### src/rtl/vga_fifo_scanout.sv
// ---------------------------------------------------------------------------
// vga_fifo_scanout
//
// Scans a 1-bit video line FIFO out to a VGA PMOD. It generates the raster
// timing and strobes the FIFO so that each strobe reads one image pixel and
// writes one new source bit. Each image pixel is stretched horizontally
// over H_SCALE screen columns inside a window starting at X_OFFSET.
//
// Before every frame, on the last line of vertical blanking, PRIME_LEN
// strobes pre-fill the FIFO. During active lines the FIFO holds a constant
// occupancy because every strobe both reads and writes.
//
// Legal parameters need X_OFFSET >= 2, X_OFFSET + IMG_W*H_SCALE <= H_ACTIVE,
// and H_SCALE a power of two.
//
// Ports:
//   clk          pixel clock
//   rst          asynchronous, active-high reset
//   fifo_dout    FIFO read data; updates on the edge that samples fifo_en
//   src_bit      next pixel bit from the upstream frame source
//   fifo_en      FIFO enable strobe (registered)
//   fifo_din     FIFO write data, a combinational copy of src_bit
//   src_ack      copy of fifo_en; upstream advances when this is high
//   line_start   one-cycle pulse while h_cnt == 0
//   frame_start  one-cycle pulse while h_cnt == 0 and v_cnt == 0
//   hsync        active-low horizontal sync (registered)
//   vsync        active-low vertical sync (registered)
//   de           display enable (registered)
//   rgb          {R[1:0],G[1:0],B[1:0]} (registered, aligned with de)
// ---------------------------------------------------------------------------
module vga_fifo_scanout #(
   parameter int         H_ACTIVE  = 640,
   parameter int         H_FP      = 16,
   parameter int         H_SYNC    = 96,
   parameter int         H_BP      = 48,
   parameter int         V_ACTIVE  = 480,
   parameter int         V_FP      = 10,
   parameter int         V_SYNC    = 2,
   parameter int         V_BP      = 33,
   parameter int         IMG_W     = 256,
   parameter int         H_SCALE   = 2,
   parameter int         X_OFFSET  = 64,
   parameter int         PRIME_LEN = 255,
   parameter logic [5:0] FG_COLOR  = 6'b111111,
   parameter logic [5:0] BG_COLOR  = 6'b000000
) (
   input  logic       clk,
   input  logic       rst,
   input  logic       fifo_dout,
   input  logic       src_bit,
   output logic       fifo_en,
   output logic       fifo_din,
   output logic       src_ack,
   output logic       line_start,
   output logic       frame_start,
   output logic       hsync,
   output logic       vsync,
   output logic       de,
   output logic [5:0] rgb
);

   localparam int H_TOTAL = H_ACTIVE + H_FP + H_SYNC + H_BP;
   localparam int V_TOTAL = V_ACTIVE + V_FP + V_SYNC + V_BP;
   localparam int H_W     = $clog2(H_TOTAL);
   localparam int V_W     = $clog2(V_TOTAL);

   localparam logic [H_W-1:0] H_LAST      = H_W'(H_TOTAL - 1);
   localparam logic [H_W-1:0] H_ACT_END   = H_W'(H_ACTIVE);
   localparam logic [H_W-1:0] HS_START    = H_W'(H_ACTIVE + H_FP);
   localparam logic [H_W-1:0] HS_END      = H_W'(H_ACTIVE + H_FP + H_SYNC);
   localparam logic [H_W-1:0] WIN_START   = H_W'(X_OFFSET);
   localparam logic [H_W-1:0] WIN_END     = H_W'(X_OFFSET + IMG_W * H_SCALE);
   localparam logic [H_W-1:0] FETCH_START = H_W'(X_OFFSET - 2);
   localparam logic [H_W-1:0] FETCH_END   = H_W'(X_OFFSET - 2 + IMG_W * H_SCALE);
   localparam logic [H_W-1:0] PRIME_END   = H_W'(PRIME_LEN);
   localparam logic [H_W-1:0] SCALE_MASK  = H_W'(H_SCALE - 1);
   localparam logic [H_W-1:0] H_ONE       = H_W'(1);

   localparam logic [V_W-1:0] V_LAST      = V_W'(V_TOTAL - 1);
   localparam logic [V_W-1:0] V_ACT_END   = V_W'(V_ACTIVE);
   localparam logic [V_W-1:0] VS_START    = V_W'(V_ACTIVE + V_FP);
   localparam logic [V_W-1:0] VS_END      = V_W'(V_ACTIVE + V_FP + V_SYNC);
   localparam logic [V_W-1:0] V_ONE       = V_W'(1);

   logic [H_W-1:0] h_cnt;
   logic [H_W-1:0] h_next;
   logic [V_W-1:0] v_cnt;
   logic [V_W-1:0] v_next;
   logic           h_wrap;
   logic           prime_hit;
   logic           fetch_hit;
   logic           en_d;
   logic           pixel;
   logic           de_raw;
   logic           in_win;
   logic           hs_raw;
   logic           vs_raw;
   logic [5:0]     rgb_raw;

   // The FIFO write side is fed straight from the source, and the source is
   // told to advance exactly when the FIFO takes a bit.
   assign fifo_din = src_bit;
   assign src_ack  = fifo_en;

   // Next raster position. The strobes and start pulses are decoded from
   // this value so that, once registered, they line up with the cycle in
   // which h_cnt/v_cnt actually hold the decoded position.
   always_comb begin
      h_wrap = (h_cnt == H_LAST);
      h_next = h_wrap ? '0 : h_cnt + H_ONE;
      v_next = v_cnt;
      if (h_wrap) begin
         v_next = (v_cnt == V_LAST) ? '0 : v_cnt + V_ONE;
      end
   end

   // Strobe windows. Prime: a burst at the start of the final blanking line.
   // Fetch: one strobe every H_SCALE columns, two columns ahead of the image
   // window, because the FIFO output and then the pixel register each add a
   // cycle before a pixel reaches the output stage.
   always_comb begin
      prime_hit = (v_next == V_LAST) && (h_next < PRIME_END);
      fetch_hit = (v_next < V_ACT_END)
                  && (h_next >= FETCH_START) && (h_next < FETCH_END)
                  && (((h_next - FETCH_START) & SCALE_MASK) == '0);
   end

   // Raster counters: h_cnt runs across the line, v_cnt steps on each wrap.
   always_ff @(posedge clk or posedge rst) begin
      if (rst) begin
         h_cnt <= '0;
         v_cnt <= '0;
      end else begin
         h_cnt <= h_next;
         v_cnt <= v_next;
      end
   end

   // Registered strobe and start pulses. en_d marks the cycle in which
   // fifo_dout carries the pixel just read, so the pixel register can take it.
   always_ff @(posedge clk or posedge rst) begin
      if (rst) begin
         fifo_en     <= 1'b0;
         en_d        <= 1'b0;
         line_start  <= 1'b0;
         frame_start <= 1'b0;
      end else begin
         fifo_en     <= prime_hit | fetch_hit;
         en_d        <= fifo_en;
         line_start  <= (h_next == '0);
         frame_start <= (h_next == '0) && (v_next == '0);
      end
   end

   // Pixel register: loads one cycle after the FIFO has updated and then
   // holds for the H_SCALE columns that the pixel occupies on screen.
   always_ff @(posedge clk or posedge rst) begin
      if (rst) begin
         pixel <= 1'b0;
      end else if (en_d) begin
         pixel <= fifo_dout;
      end
   end

   // Raw display decode for the current column. The pixel register already
   // holds the image pixel that belongs to this column.
   always_comb begin
      de_raw  = (h_cnt < H_ACT_END) && (v_cnt < V_ACT_END);
      in_win  = (h_cnt >= WIN_START) && (h_cnt < WIN_END);
      hs_raw  = !((h_cnt >= HS_START) && (h_cnt < HS_END));
      vs_raw  = !((v_cnt >= VS_START) && (v_cnt < VS_END));
      rgb_raw = 6'b000000;
      if (de_raw) begin
         rgb_raw = (in_win && pixel) ? FG_COLOR : BG_COLOR;
      end
   end

   // Output stage: syncs, de and rgb all pass through one register so that
   // they stay mutually aligned at the connector.
   always_ff @(posedge clk or posedge rst) begin
      if (rst) begin
         hsync <= 1'b1;
         vsync <= 1'b1;
         de    <= 1'b0;
         rgb   <= 6'b000000;
      end else begin
         hsync <= hs_raw;
         vsync <= vs_raw;
         de    <= de_raw;
         rgb   <= rgb_raw;
      end
   end

endmodule

### config.mk
export PLATFORM = sky130hd
export DESIGN_NAME = vga_fifo_scanout
export DESIGN_NICKNAME = d
export VERILOG_FILES = /design/src/rtl/vga_fifo_scanout.sv
export SDC_FILE = /design/constraint.sdc
export NUM_CORES = 1
export LEC_CHECK = 0
export BUFFER_PORTS_ARGS = -buffer_cell sky130_fd_sc_hd__buf_4
export CORE_UTILIZATION = 30
export DETAILED_ROUTE_END_ITERATION = 12
export GPL_TIMING_DRIVEN = 0
export SLEW_MARGIN = 25
export SYNTH_ARGS = -nofsm -noshare
export SYNTH_HDL_FRONTEND = slang
export SYNTH_SLANG_ARGS = --single-unit
### constraint.sdc
create_clock -name clk -period 2.35 [get_ports clk]
set_input_delay 0.1175 -clock clk [delete_from_list [all_inputs] [get_ports clk]]
set_output_delay 0.1175 -clock clk [all_outputs]
set_load 0.05 [all_outputs]
==> flow_summary.toml <==
[synth]
synthXorXnorAreaFrac = 0.0687
syn-num-nets = 198
synthDistinctLibCells = 55
syn_inst = 187
synthAdderAreaFrac = 0.0458
synth_simple_gate_area_frac = 0.255
synth_top_flop_cell = "dfrtp_1"
async_reset_ff_frac = 1.00
synth_compound_area_frac = 0.124
synth_edf_count = 0
synth_top_family_by_area = "simple AND/OR/NAND/NOR gates"
ys_ff_latch = 29
yosys_warnings = 0
muxShareOfSynthArea = 0.0249
syn_area_per_cell_um2 = 10.2
synth.yosys.seq_area_share = 0.381
synth_area_mm2 = 0.00191

[floorplan]
core_mm2 = 0.00603
pin_count = 18
dieArea_mm2 = 0.00670
num_rows = 28
dieHeight_um = 81.8
die_w_um = 81.8
initial_utilization = 0.317

[power]
peakVddDrop_v = 0.000202
leakagePower_nw = 1.18
power.total_mw = 0.938
powerDensity_mw_per_mm2 = 380

[setup_path]
critPathMaxFanout = 8
end_kind = "flop"
r2r_slack_ns = 0.05
start_kind = "flop"
critical_path_class = "flop to flop"
arrival_ns = 2.52
cp.required_ns = 2.56

[min_path]
worstHoldPathType = "input pin to flop"

[drt]
top_layer = "met4"
met1Wirelength_um = 2050
ant_nets = 0
route.detailed.drc = 0
wl_met2_um = 2090
vias_per_cell = 5.10
wl_met3_um = 211
vias = 1557
drt_pass1_iterations = 4
wl_um = 4410
wl_per_cell_um = 14.5
drt_iter0_markers = 80

[sta]
setup_viol = 0
post-route-period-util = 0.980
finClkSkew_ns = 0.00483
final_hold_viol_count = 0
finalCriticalPeriod_ns = 2.30
worst_pin_slew_ns = 0.616
fmax_mhz = 434
slew_violations = 0
slew_headroom = 0.588

[cells_and_area]
layout_common_cells = "buf_4 (40), dfrtp_1 (24), nor2_1 (11)"
antennaDiodeCount = 0
drive_above_1_share = 0.387
fillers = 582
layout.nets = 240
mostFrequentLayoutCell = "buf_4"
area_growth_pct = 29.1
final_cell_area_mm2 = 0.00247

[grt]
grt_max_degree = 30
grt_pass1_vias = 1365
antenna_found_initial = 0
grt_pass1_wl_um = 6880
groute.usage.overall = 0.139
overflow = 0

[clock_network]
clock_sinks = 29
clk_path_buf_depth = 2
cts_buffers = 5
cts_tree = "yes"
cts-root-buf = "clkbuf_8"
clk_transition_reported_paths_ns = 0.07
clkLatencyLatePin_ns = 0.29
htreeDepth = 2

[placed_design]
gp_congestion = 0.822
hpwl_um = 2940
placed_area_mm2 = 0.00214
io_buffers = 16

[run]
max-cap-violations = 0

[status]
status = "finished clean"
==> sequential cells by signal (all words and copies together) (netlist names) <==
signal and flops:
pixel 1, frame_start 1, fifo_en 1, rgb 1
v_cnt 10, line_start 1, en_d 1, de 1
vsync 1, h_cnt 10, hsync 1
==> logic make-up after synthesis <==
logic type / after synthesis
AND/OR/NAND/NOR: 75
AO/OA/AOI/OAI: 29
flip-flops: 29
buffers and inverters: 28
XOR/XNOR: 15
adder cells (fa/ha/maj): 7
multiplexers: 4
==> per-stage QoR <==
step | setup TNS (ns) | hold slack (ns) | cells | utilization | setup slack (ns)
floorplan | 0 | 0.194 | 187 | - | 0.0214
global placement | -0.683 | 0.356 | 278 | 0.355 | -0.348
detailed placement | -0.689 | 0.253 | 278 | 0.355 | -0.350
CTS | -0.0148 | 0.0701 | 289 | 0.378 | -0.0125
global route | -0.0368 | 0.0733 | 305 | 0.409 | -0.0295
finish | 0 | 0.0695 | 305 | 0.409 | 0.0466
==> per-layer routing <==
| layer | track usage | vias to the layer above |
|---|---|---|
| met3 | 0.0400 | 8 |
| met1 | 0.181 | 755 |
| met4 | 0.0474 | 0 |
| met2 | 0.221 | 42 |
| met5 | 0 | - |
| li1 | - | 752 |
==> synthesized netlist by cell type (6+ instances only) <==
| library cell | instances | area, um2 |
|---|---|---|
| nand4_1 | 6 | 37.5 |
| ha_1 | 7 | 87.6 |
| buf_6 | 8 | 90.1 |
| buf_4 | 7 | 52.6 |
| inv_1 | 11 | 41.3 |
| nor2_1 | 11 | 41.3 |
| xor2_1 | 10 | 87.6 |
| dfrtp_1 | 27 | 676 |
| and3_1 | 8 | 50.1 |
| nand3_1 | 8 | 40.0 |
| nor4_1 | 6 | 37.5 |
| nand2_1 | 6 | 22.5 |
==> worst max-delay path, stage by stage, from the launching register on <==
cell and delay [ns]:
dfrtp_2 0.41, ha_4 0.14, buf_6 0.12, nand3_4 0.10, buf_8 0.15, nor4_1 0.33
xor2_1 0.20, and3_1 0.22, a2111o_1 0.44, o22ai_1 0.12
==> power by group <==
group	switching, mW	internal (mW)	total, mW
clock	0.216	0.204	0.420
combinational	0.0139	0.00549	0.0194
sequential	0	0.499	0.499
total	0.229	0.709	0.938
==> cell type report <==
| class | count | area (um2) | share of cell area |
|---|---|---|---|
| Tap cell | 75 | 93.8 | 0.0380 |
| Timing Repair Buffer | 35 | 263 | 0.106 |
| Clock inverter | 3 | 17.5 | 0.00710 |
| Inverter | 11 | 41.3 | 0.0167 |
| Clock buffer | 5 | 68.8 | 0.0279 |
| Multi-Input combinational cell | 130 | 1090 | 0.441 |
| Sequential cell | 29 | 732 | 0.297 |
| Buffer | 17 | 163 | 0.0659 |
==> worst paths after layout <==
check,start,end,cells after the start
setup / recovery,h_cnt[0],fifo_en,9
setup reg to reg,h_cnt[0],fifo_en,9
hold / removal,fifo_dout,pixel,2
hold reg to reg,fifo_en,en_d,0
max in group asynchronous,rst,h_cnt[6],3
min in group asynchronous,rst,v_cnt[3],3
==> repair_timing <==
action                     in CTS  in global routing
buffers inserted                2                 15
gates cloned                    0                  1
gates resized for setup         6                 13
hold buffers                    1                  0
hold endpoints to repair       27                  0
setup endpoints to repair       3                  2
pin swaps                       3                 11
Note: power is estimated with default switching activity, not from simulation.
